===== src/rtl/mem_port_arbiter_pkg.sv =====
// Shared encodings and defaults for the memory port arbiter.
// The FSM states and owner ids also set the meaning of the registered owner field.
package mem_port_arbiter_pkg;

  localparam int ADDR_W_DEF = 5;
  localparam int DATA_W_DEF = 8;

  typedef enum logic [1:0] {
    IDLE   = 2'd0,
    ACCESS = 2'd1,
    RESP   = 2'd2
  } state_e;

  typedef enum logic {
    OWN_IFU = 1'b0,
    OWN_STK = 1'b1
  } owner_e;

endpackage


===== src/rtl/mem_port_arbiter_rr_arb2.sv =====
// Two-input picker for the ifu/stk ports.
// It runs round-robin on last_owner, or lets stk win every tie when FIXED_PRIO is set.
module rr_arb2
  import mem_port_arbiter_pkg::*;
#(
  parameter int FIXED_PRIO = 0
) (
  input  logic clk,
  input  logic rst,
  input  logic en_i,
  input  logic ifu_req_i,
  input  logic stk_req_i,
  output logic ifu_gnt_o,
  output logic stk_gnt_o
);

  owner_e last_owner_q, last_owner_d;
  logic   stk_wins;

  always_comb begin
    stk_wins     = (FIXED_PRIO != 0) || (last_owner_q == OWN_IFU);
    stk_gnt_o    = en_i && stk_req_i && (!ifu_req_i || stk_wins);
    ifu_gnt_o    = en_i && ifu_req_i && (!stk_req_i || !stk_wins);
    last_owner_d = last_owner_q;
    if (stk_gnt_o)      last_owner_d = OWN_STK;
    else if (ifu_gnt_o) last_owner_d = OWN_IFU;
  end

  always_ff @(posedge clk) begin
    if (!rst) last_owner_q <= OWN_IFU;
    else      last_owner_q <= last_owner_d;
  end

endmodule


===== src/rtl/mem_port_arbiter.sv =====
// Shares a single-port registered-read memory between the instruction-fetch and stack ports.
// Each grant becomes one ACCESS strobe, followed by a RESP cycle that pulses the owner's done.
module mem_port_arbiter
  import mem_port_arbiter_pkg::*;
#(
  parameter int ADDR_W     = ADDR_W_DEF,
  parameter int DATA_W     = DATA_W_DEF,
  parameter int FIXED_PRIO = 0
) (
  input  logic              clk,
  input  logic              rst,
  input  logic              ifu_req,
  input  logic [ADDR_W-1:0] ifu_addr,
  output logic              ifu_gnt,
  output logic              ifu_done,
  input  logic              stk_req,
  input  logic              stk_we,
  input  logic [ADDR_W-1:0] stk_addr,
  input  logic [DATA_W-1:0] stk_wdata,
  output logic              stk_gnt,
  output logic              stk_done,
  output logic [DATA_W-1:0] rdata,
  output logic              mem_we,
  output logic              mem_re,
  output logic [ADDR_W-1:0] mem_addr,
  output logic [DATA_W-1:0] mem_wd,
  input  logic [DATA_W-1:0] mem_rd
);

  state_e            state_q, state_d;
  owner_e            own_q;
  logic              we_q;
  logic [ADDR_W-1:0] addr_q;
  logic [DATA_W-1:0] wd_q;
  logic              win_open;

  // Grants open in IDLE and RESP only, so RESP can overlap the next request.
  assign win_open = rst && ((state_q == IDLE) || (state_q == RESP));

  rr_arb2 #(.FIXED_PRIO(FIXED_PRIO)) u_arb (
    .clk       (clk),
    .rst       (rst),
    .en_i      (win_open),
    .ifu_req_i (ifu_req),
    .stk_req_i (stk_req),
    .ifu_gnt_o (ifu_gnt),
    .stk_gnt_o (stk_gnt)
  );

  always_ff @(posedge clk) begin
    if (!rst) state_q <= IDLE;
    else      state_q <= state_d;
  end

  always_comb begin
    state_d = IDLE;
    case (state_q)
      IDLE, RESP: state_d = (ifu_gnt || stk_gnt) ? ACCESS : IDLE;
      ACCESS:     state_d = RESP;
      default:    state_d = IDLE;
    endcase
  end

  always_comb begin
    mem_we   = rst && (state_q == ACCESS) && we_q;
    mem_re   = rst && (state_q == ACCESS) && !we_q;
    ifu_done = rst && (state_q == RESP) && (own_q == OWN_IFU);
    stk_done = rst && (state_q == RESP) && (own_q == OWN_STK);
    rdata    = (state_q == RESP) ? mem_rd : '0;
    mem_addr = addr_q;
    mem_wd   = wd_q;
  end

  // The captured request stays on the memory bus until the next grant replaces it.
  always_ff @(posedge clk) begin
    if (!rst) begin
      own_q  <= OWN_IFU;
      we_q   <= 1'b0;
      addr_q <= '0;
      wd_q   <= '0;
    end else if (stk_gnt) begin
      own_q  <= OWN_STK;
      we_q   <= stk_we;
      addr_q <= stk_addr;
      wd_q   <= stk_wdata;
    end else if (ifu_gnt) begin
      own_q  <= OWN_IFU;
      we_q   <= 1'b0;
      addr_q <= ifu_addr;
    end
  end

endmodule


===== config.mk =====
export PLATFORM = sky130hd
export DESIGN_NAME = mem_port_arbiter
export DESIGN_NICKNAME = d
export VERILOG_FILES = /design/src/rtl/mem_port_arbiter_pkg.sv /design/src/rtl/mem_port_arbiter_rr_arb2.sv /design/src/rtl/mem_port_arbiter.sv
export SDC_FILE = /design/constraint.sdc
export NUM_CORES = 1
export LEC_CHECK = 0
export CAP_MARGIN = 20
export CORE_UTILIZATION = 37
export DETAILED_ROUTE_END_ITERATION = 12
export PLACE_DENSITY = 0.89
export SYNTH_ARGS = -nofsm -noshare
export SYNTH_HDL_FRONTEND = slang
export SYNTH_SLANG_ARGS = --single-unit

===== constraint.sdc =====
create_clock -name clk -period 2.1 [get_ports clk]
set_clock_uncertainty 0.2 [all_clocks]
set_input_delay 0.315 -clock clk [delete_from_list [all_inputs] [get_ports clk]]
set_output_delay 0.315 -clock clk [all_outputs]
set_load 0.02 [all_outputs]

==> summary.txt, run 1 <==
Outcome
  • Status: complete, no violations

Die
  • Die X: 50.3 um
  • Initial Util: 39.0%
  • FP Rows: 17
  • Core area: between 2000 and 2500 um2
  • Die height: 50.3 um
  • Die area: 2530 um2
  • Ports: 58

Route
  • Vias: 1,052
  • Antenna Violating Nets Remaining: 0
  • Initial DRC Count: 13
  • TritonRoute pass-1 iters: 4
  • DRC Markers: 0
  • Vias per Instance: 5.37
  • Per-cell routed wire length: 14.0 um
  • Total Wirelength: roughly 2700 um

Layout
  • Nets: 200
  • Multi-input logic area: approximately 450 um2
  • Fin area: 1530 um2
  • Register Area: around 340 um2
  • Fillers: 200
  • Area Growth Syn to Fin: 77.0%
  • Layout cells sized above 1: 15.5%
  • ANT cells: 0

Power
  • PD cells: 521 nW/um2
  • Power, Total: around 800 uW
  • Worst VDD drop: 0.458 mV
  • Leak pwr: 0.628 nW

Timing
  • Maximum clock rate: between 0.5 and 0.6 GHz
  • Worst-Margin Slew: between 0.2 and 0.3 ns
  • Final setup fails: 0
  • Rel. slew slack: 82.4%
  • Slew Limit Fails: 0
  • Final Hold Fails: 0
  • Final Critical Period: 1.96 ns
  • Tcrit/Tclk final: between 90% and 100%
  • RSZ-0062 raised after global routing: no

Global routing
  • Overflow after GRT: 0
  • Global-route wire length before repair: 4480 um
  • Vias in the first global route: 1,003
  • Gr usage total: 23.7%
  • Initial antenna violation count: 0
  • Largest net degree at the start of global routing: 21

CTS
  • Clk Latency, worst-skew pair: between 0.2 and 0.3 ns
  • TritonCTS clock tree: yes
  • Clock sink count: 17
  • CTS Buffer Depth: 2
  • Clock slew at reported path FFs: 0.10 ns
  • # Post-CTS Setup Buffers: 0
  • Clock root cell: clkbuf_4
  • CTS H-tree lvls: 1
  • Num CTS Buffers: 3
  • Cts hold-fix bufs: 0

Placement
  • Post-DP Area: ~1500 um2
  • Port Buffers: 57
  • Hpwl dp: around 2200 um
  • RD Place Congestion: ~0.75

Synth
  • Synth area leader: dfxtp_1
  • Post-synthesis xor/xnor area fraction: 0%
  • Asr flop ratio synth: 0%
  • Register area share after synthesis: 39.4%
  • Compound-Gate Fraction of Synth Area: 22.9%
  • Synth warn: 0
  • EDFF count, synth: 0
  • Mux contribution to synthesized area: 0%
  • Main synth FF type: dfxtp_1
  • Adder-cell area share of the yosys netlist: 0%
  • Synth Area in Simple Gates: 29.7%
  • Largest family of logic cells by synthesized area: simple AND/OR/NAND/NOR gates
  • Top cell type's share of synthesized area: 39.4%
  • Mapped Cells: 102
  • Top-count cell post-synth: dfxtp_1
  • Distinct cells, synth: 27
  • Post-Syn Area per Cell: 8.46 um2
  • Flops & latches, synth: 17
  • Synthesized Nets: 133
  • Synth cell count leaders: 17 x dfxtp_1, 13 x nand4_1, 11 x nand2_1
  • Syn Std Cell Area: 863 um2
  • Largest cells by area after synthesis: dfxtp_1 39%, nand4_1 9.4%, a311oi_2 8.7%

Setup path
  • Worst path bufs/invs: 2
  • CP required: around 1.6 ns
  • Data arrival time of the critical path: 1.44 ns
  • CP max FO: 4
  • CP delay by family, top: buffers and inverters
  • CP endpoint kind: primary output
  • Slowest cell on crit path: clkdlybuf4s50_1
  • CP Class: input port to primary output
  • Critical Path Source Type: input port
  • Worst path max stage delay: 0.54 ns
  • Crit path cell chain: clkdlybuf4s50_1, nand3b_1, nor2_2, dlygate4sd2_1

Job
  • Max cap viols: 0

Min path
  • Min-delay worst type: flip-flop to flip-flop
==> report_power, final <==
group	internal (mW)	total, mW	switching, mW
clock network	0.0739	0.176	0.103
logic	0.137	0.257	0.120
registers	0.347	0.363	0.0161
==> stage by stage <==
| stage | util, % | std cells | TNS (ns) | worst slack (ns) | hold slack (ns) |
|---|---|---|---|---|---|
| final | 69.1 | 196 | 0 | 0.143 | 0.250 |
| after global routing | 69.1 | 196 | 0 | 0.0717 | 0.274 |
| after CTS | 69.1 | 196 | 0 | 0.136 | 0.255 |
| after detailed placement | 68.6 | 192 | -1.64 | -0.348 | 0.241 |
| after global placement | 68.6 | 192 | -1.35 | -0.295 | 0.236 |
| after floorplan | - | 102 | 0 | 0.386 | 0.222 |
==> placed cells by master (no fill, tap or decap), types with 2 or more instances in the layout <==
master           count
nand2_1             11
clkdlybuf4s50_1     42
o21ai_0              5
a311oi_2             5
nand4_1             13
a21oi_1              7
dfxtp_1             17
dlygate4sd2_1       13
and2_1              10
clkbuf_4             3
buf_4               14
o21ai_1              8
inv_1                2
==> tightest hold or removal path, cell delays in order (launching register included) <==
cell	delay (ns)
dfxtp_1	0.32
nand2_1	0.05
o21ai_1	0.05
==> routing by layer <==
metal,vias up,part of all wire (%),track usage (%)
met1,486,37,24.7
met2,58,51,42.7
met4,0,2.3,13.9
li1,504,-,-
met5,-,0,0
met3,4,9.0,5.45
==> registers in the layout, summed over array words and instances (netlist names) <==
signal    cells
own_q         1
state_q       2
we_q          1
mem_wd        8
mem_addr      5
==> repair_timing <==
action | 4_1_cts | 5_1_grt
endpoints found under the hold margin | 0 | 0
setup endpoints to repair | 14 | 0
resized for setup | 18 | 0
==> path summary, 6_finish.rpt <==
path	startpoint	end	slack, ns	cells after the start
worst max-delay path	stk_req	stk_gnt	0.14	4
worst max register to register	state_q[0]$_SDFF_PN0_	mem_addr[3]$_SDFFE_PN0P_	0.59	4
worst min register to register	mem_wd[5]$_SDFFE_PN0N_	mem_wd[5]$_SDFFE_PN0N_	0.25	2
worst min-delay path	mem_wd[5]$_SDFFE_PN0N_	mem_wd[5]$_SDFFE_PN0N_	0.25	2
==> logic make-up (layout without fill, tap and decap cells) <==
kind of cell           Yosys count  in the layout
buffers and inverters           12             78
AO/OA/AOI/OAI                   28             28
AND/OR/NAND/NOR                 45             45
flip-flops                      17             17
==> area by class of cell <==
class	instances	area share [%]
well taps	28	2.29
repair buffers	71	43.2
inverters	3	0.737
multi-input cells	73	29.7
clock buffers	4	1.72
flip-flops and latches	17	22.3
Power figures use the tool's default switching activity.
==> inputs of run 2 (changes only) <==
Settings changed: ABC_AREA set to 1, GPL_TIMING_DRIVEN set to 0.
==> summary.txt, run 2 <==
Placement
  • RD Place Congestion: 0.766 (+1.6%)
  • Post-DP Area: 1440 um2 (-4.8%)
  • Pre-CTS setup slack: -0.382 ns (-0.0338 ns)
  • Port Buffers: 55 (-3.5%)
  • Dpl cells: 213 (+11%)
  • Hpwl dp: 1820 um (-17%)

Timing
  • RSZ-0062 raised after global routing: yes
  • Final Critical Period: 2.08 ns (+0.121 ns)
  • Slew Limit Fails: 0 (unchanged)
  • Tcrit/Tclk final: 99.0% (+5.8 points)
  • Final TNS setup: 0 ns (unchanged)
  • Worst-Margin Slew: 0.443 ns (+0.180 ns)
  • PnR worst setup slack: 0.0211 ns (-0.121 ns)
  • Hold slack: 0.147 ns (-0.103 ns)
  • Rel. slew slack: 70.5% (-12 points)
  • Final setup fails: 0 (unchanged)
  • Final Hold Fails: 0 (unchanged)
  • Maximum clock rate: 0.481 GHz (-5.8%)

Layout
  • Nets: 221 (+11%)
  • Layout cells sized above 1: 8.99% (-6.5 points)
  • Max reg flops: 8 (unchanged)
  • Leading cell type in the layout, fill and taps excluded: clkdlybuf4s50_1
  • Fin area: 1470 um2 (-3.9%)
  • Layout Cells excl Fill: 217 (+11%)
  • Area Growth Syn to Fin: 71.0%
  • ANT cells: 0 (unchanged)
  • Most frequent cells in the layout: 41 x clkdlybuf4s50_1, 40 x nand2_1, 26 x inv_1, 16 x dfxtp_1, 13 x nand3_1

Setup path
  • CP max FO: 10 (+6)
  • CP delay by family, top: buffers and inverters
  • CP required: 1.58 ns (about the same)
  • Worst path bufs/invs: 3 (+1)
  • CP endpoint kind: primary output
  • Worst path max stage delay: 0.55 ns (about the same)
  • Slowest cell on crit path: clkdlybuf4s50_1
  • Data arrival time of the critical path: 1.56 ns (+0.12 ns)
  • CP Class: input port to primary output
  • Crit path cell chain: clkdlybuf4s50_1, nand2_2, nand3_4, clkinv_4, clkdlybuf4s15_2
  • Critical Path Source Type: input port

CTS
  • Clock slew at reported path FFs: 0.10 ns (about the same)
  • Clock sink count: 17 (unchanged)
  • CTS Buffer Depth: 2 (unchanged)
  • Cts hold-fix bufs: 0 (unchanged)
  • TritonCTS clock tree: yes
  • CTS H-tree lvls: 1 (unchanged)
  • Num CTS Buffers: 3 (unchanged)
  • Clk Latency, worst-skew pair: 0.29 ns (about the same)
  • Clock root cell: clkbuf_4

Die
  • Die height: 50.2 um (-0.28%)
  • Initial Util: 39.2% (+0.15 points)
  • Die X: 50.2 um (-0.28%)
  • Core area: 2190 um2 (-0.96%)
  • FP Rows: 17 (unchanged)
  • Die area: 2520 um2 (-0.56%)
  • Ports: 58 (unchanged)

Route
  • Antenna Violating Nets Remaining: 0 (unchanged)
  • Initial DRC Count: 15 (+2)
  • Total Wirelength: 2350 um (-14%)
  • DRC Markers: 0 (unchanged)
  • TritonRoute pass-1 iters: 4 (unchanged)
  • Per-cell routed wire length: 10.8 um (-23%)
  • Vias per Instance: 4.79 (-11%)
  • Vias: 1,039 (-1.2%)

Synth
  • Synth warn: 0 (unchanged)
  • Post-Syn Area per Cell: 6.60 um2 (-22%)
  • Flops & latches, synth: 17 (unchanged)
  • Main synth FF type: dfxtp_1
  • Synthesized Nets: 161 (+21%)
  • Top cell type's share of synthesized area: 39.7% (+0.23 points)
  • Asr flop ratio synth: 0% (unchanged)
  • Synth area leader: dfxtp_1
  • Distinct cells, synth: 22 (-19%)
  • Largest cells by area after synthesis: dfxtp_1 40%, nand2_1 18%, inv_1 11%
  • Mapped Cells: 130 (+27%)
  • Syn Std Cell Area: 858 um2 (-0.58%)
  • Register area share after synthesis: 39.7% (+0.23 points)
  • Top-count cell post-synth: nand2_1
  • Synth cell count leaders: 42 x nand2_1, 26 x inv_1, 17 x dfxtp_1
  • EDFF count, synth: 0 (unchanged)

Power
  • Leak pwr: 0.791 nW (+26%)
  • PD cells: 533 nW/um2 (+2.2%)
  • Worst VDD drop: 0.388 mV (-15%)

Global routing
  • Largest net degree at the start of global routing: 11 (-48%)
  • Overflow after GRT: 0 (unchanged)
  • Initial antenna violation count: 0 (unchanged)
  • Vias in the first global route: 919 (-8.4%)
  • Global-route wire length before repair: 3750 um (-16%)
  • Gr usage total: 19.0% (-4.7 points)

Min path
  • Min-delay worst type: input port to flip-flop

Outcome
  • Status: complete, no violations

Job
  • Max cap viols: 0 (unchanged)
-- run 2: cell count changes after synthesis, moves of 2 or more --
cell / change
nor2_1: +9
clkbuf_1: -5
nand4_1: -8
o21ai_1: -8
o21ai_0: -4
a21oi_1: -6
inv_1: +24
and2_1: -9
nand2_1: +31
a311oi_2: -5
nand3_1: +13
buf_6: -2
-- run 2: path summary, 6_finish.rpt --
check | startpoint | to | slack [ns] | cells after the start
min | rst | we_q$_SDFFE_PN0P_ | 0.15 | 3
min reg2reg | mem_wd[5]$_SDFFE_PN0N_ | mem_wd[5]$_SDFFE_PN0N_ | 0.27 | 2
max reg2reg | state_q[0]$_SDFF_PN0_ | mem_addr[3]$_SDFFE_PN0P_ | 0.72 | 7
max | ifu_req | stk_gnt | 0.02 | 5
-- run 2: metal layers --
metal	part of all wire, %	track usage (%)	up-vias
met5	0	0	-
met4	0.26	4.29	0
met3	8.0	4.55	2
met2	50	35.1	49
met1	42	21.5	480
li1	-	-	508
-- run 2: stage by stage --
| step | power (mW) | util [%] |
|---|---|---|
| global placement | 0.605 | 65.9 |
| CTS | 0.784 | 66.9 |
| detailed placement | 0.613 | 65.9 |
| finish | 0.782 | 67.0 |
| floorplan | 0.487 | - |
| global route | 0.822 | 67.0 |
-- run 2: final cells by class --
type / instances / area (um2)
buffer: 4 / 27.5
clock buffer: 3 / 22.5
clock inverter: 1 / 5.00
fill: 204 / 723
inverter: 29 / 116
multi-input combinational: 80 / 383
sequential: 17 / 342
tap: 28 / 35.0
timing repair buffer: 55 / 537
-- run 2: power breakdown --
group          switching (mW)  internal, mW  total, mW
clock                   0.108        0.0708      0.178
sequential             0.0164         0.348      0.365
combinational           0.119         0.120      0.239
-- run 2: cell families (layout without fill, tap and decap cells) --
kind of cell	count (synthesis)	in the layout	synth area share, %
buf+inv	33	92	16.3
simple gates	76	76	41.0
compound gates	4	4	3.06
flops	17	17	39.7
-- run 2: tightest hold or removal path, delay by kind of cell --
kind | cells | cell delay, ns
compound gates | 1 | 0.04
buf+inv | 2 | 0.23
-- run 2: repair_timing --
item | CTS | global route
pin swaps | 0 | 0
setup buffers | 0 | 0
endpoints found under the setup margin | 14 | 2
resized for setup | 20 | 1
==> inputs of run 3 (changes only) <==
Settings changed: SLEW_MARGIN set to 0.
==> results of run 3 <==
Final layout, timing and power as in run 2 (identical DEF).
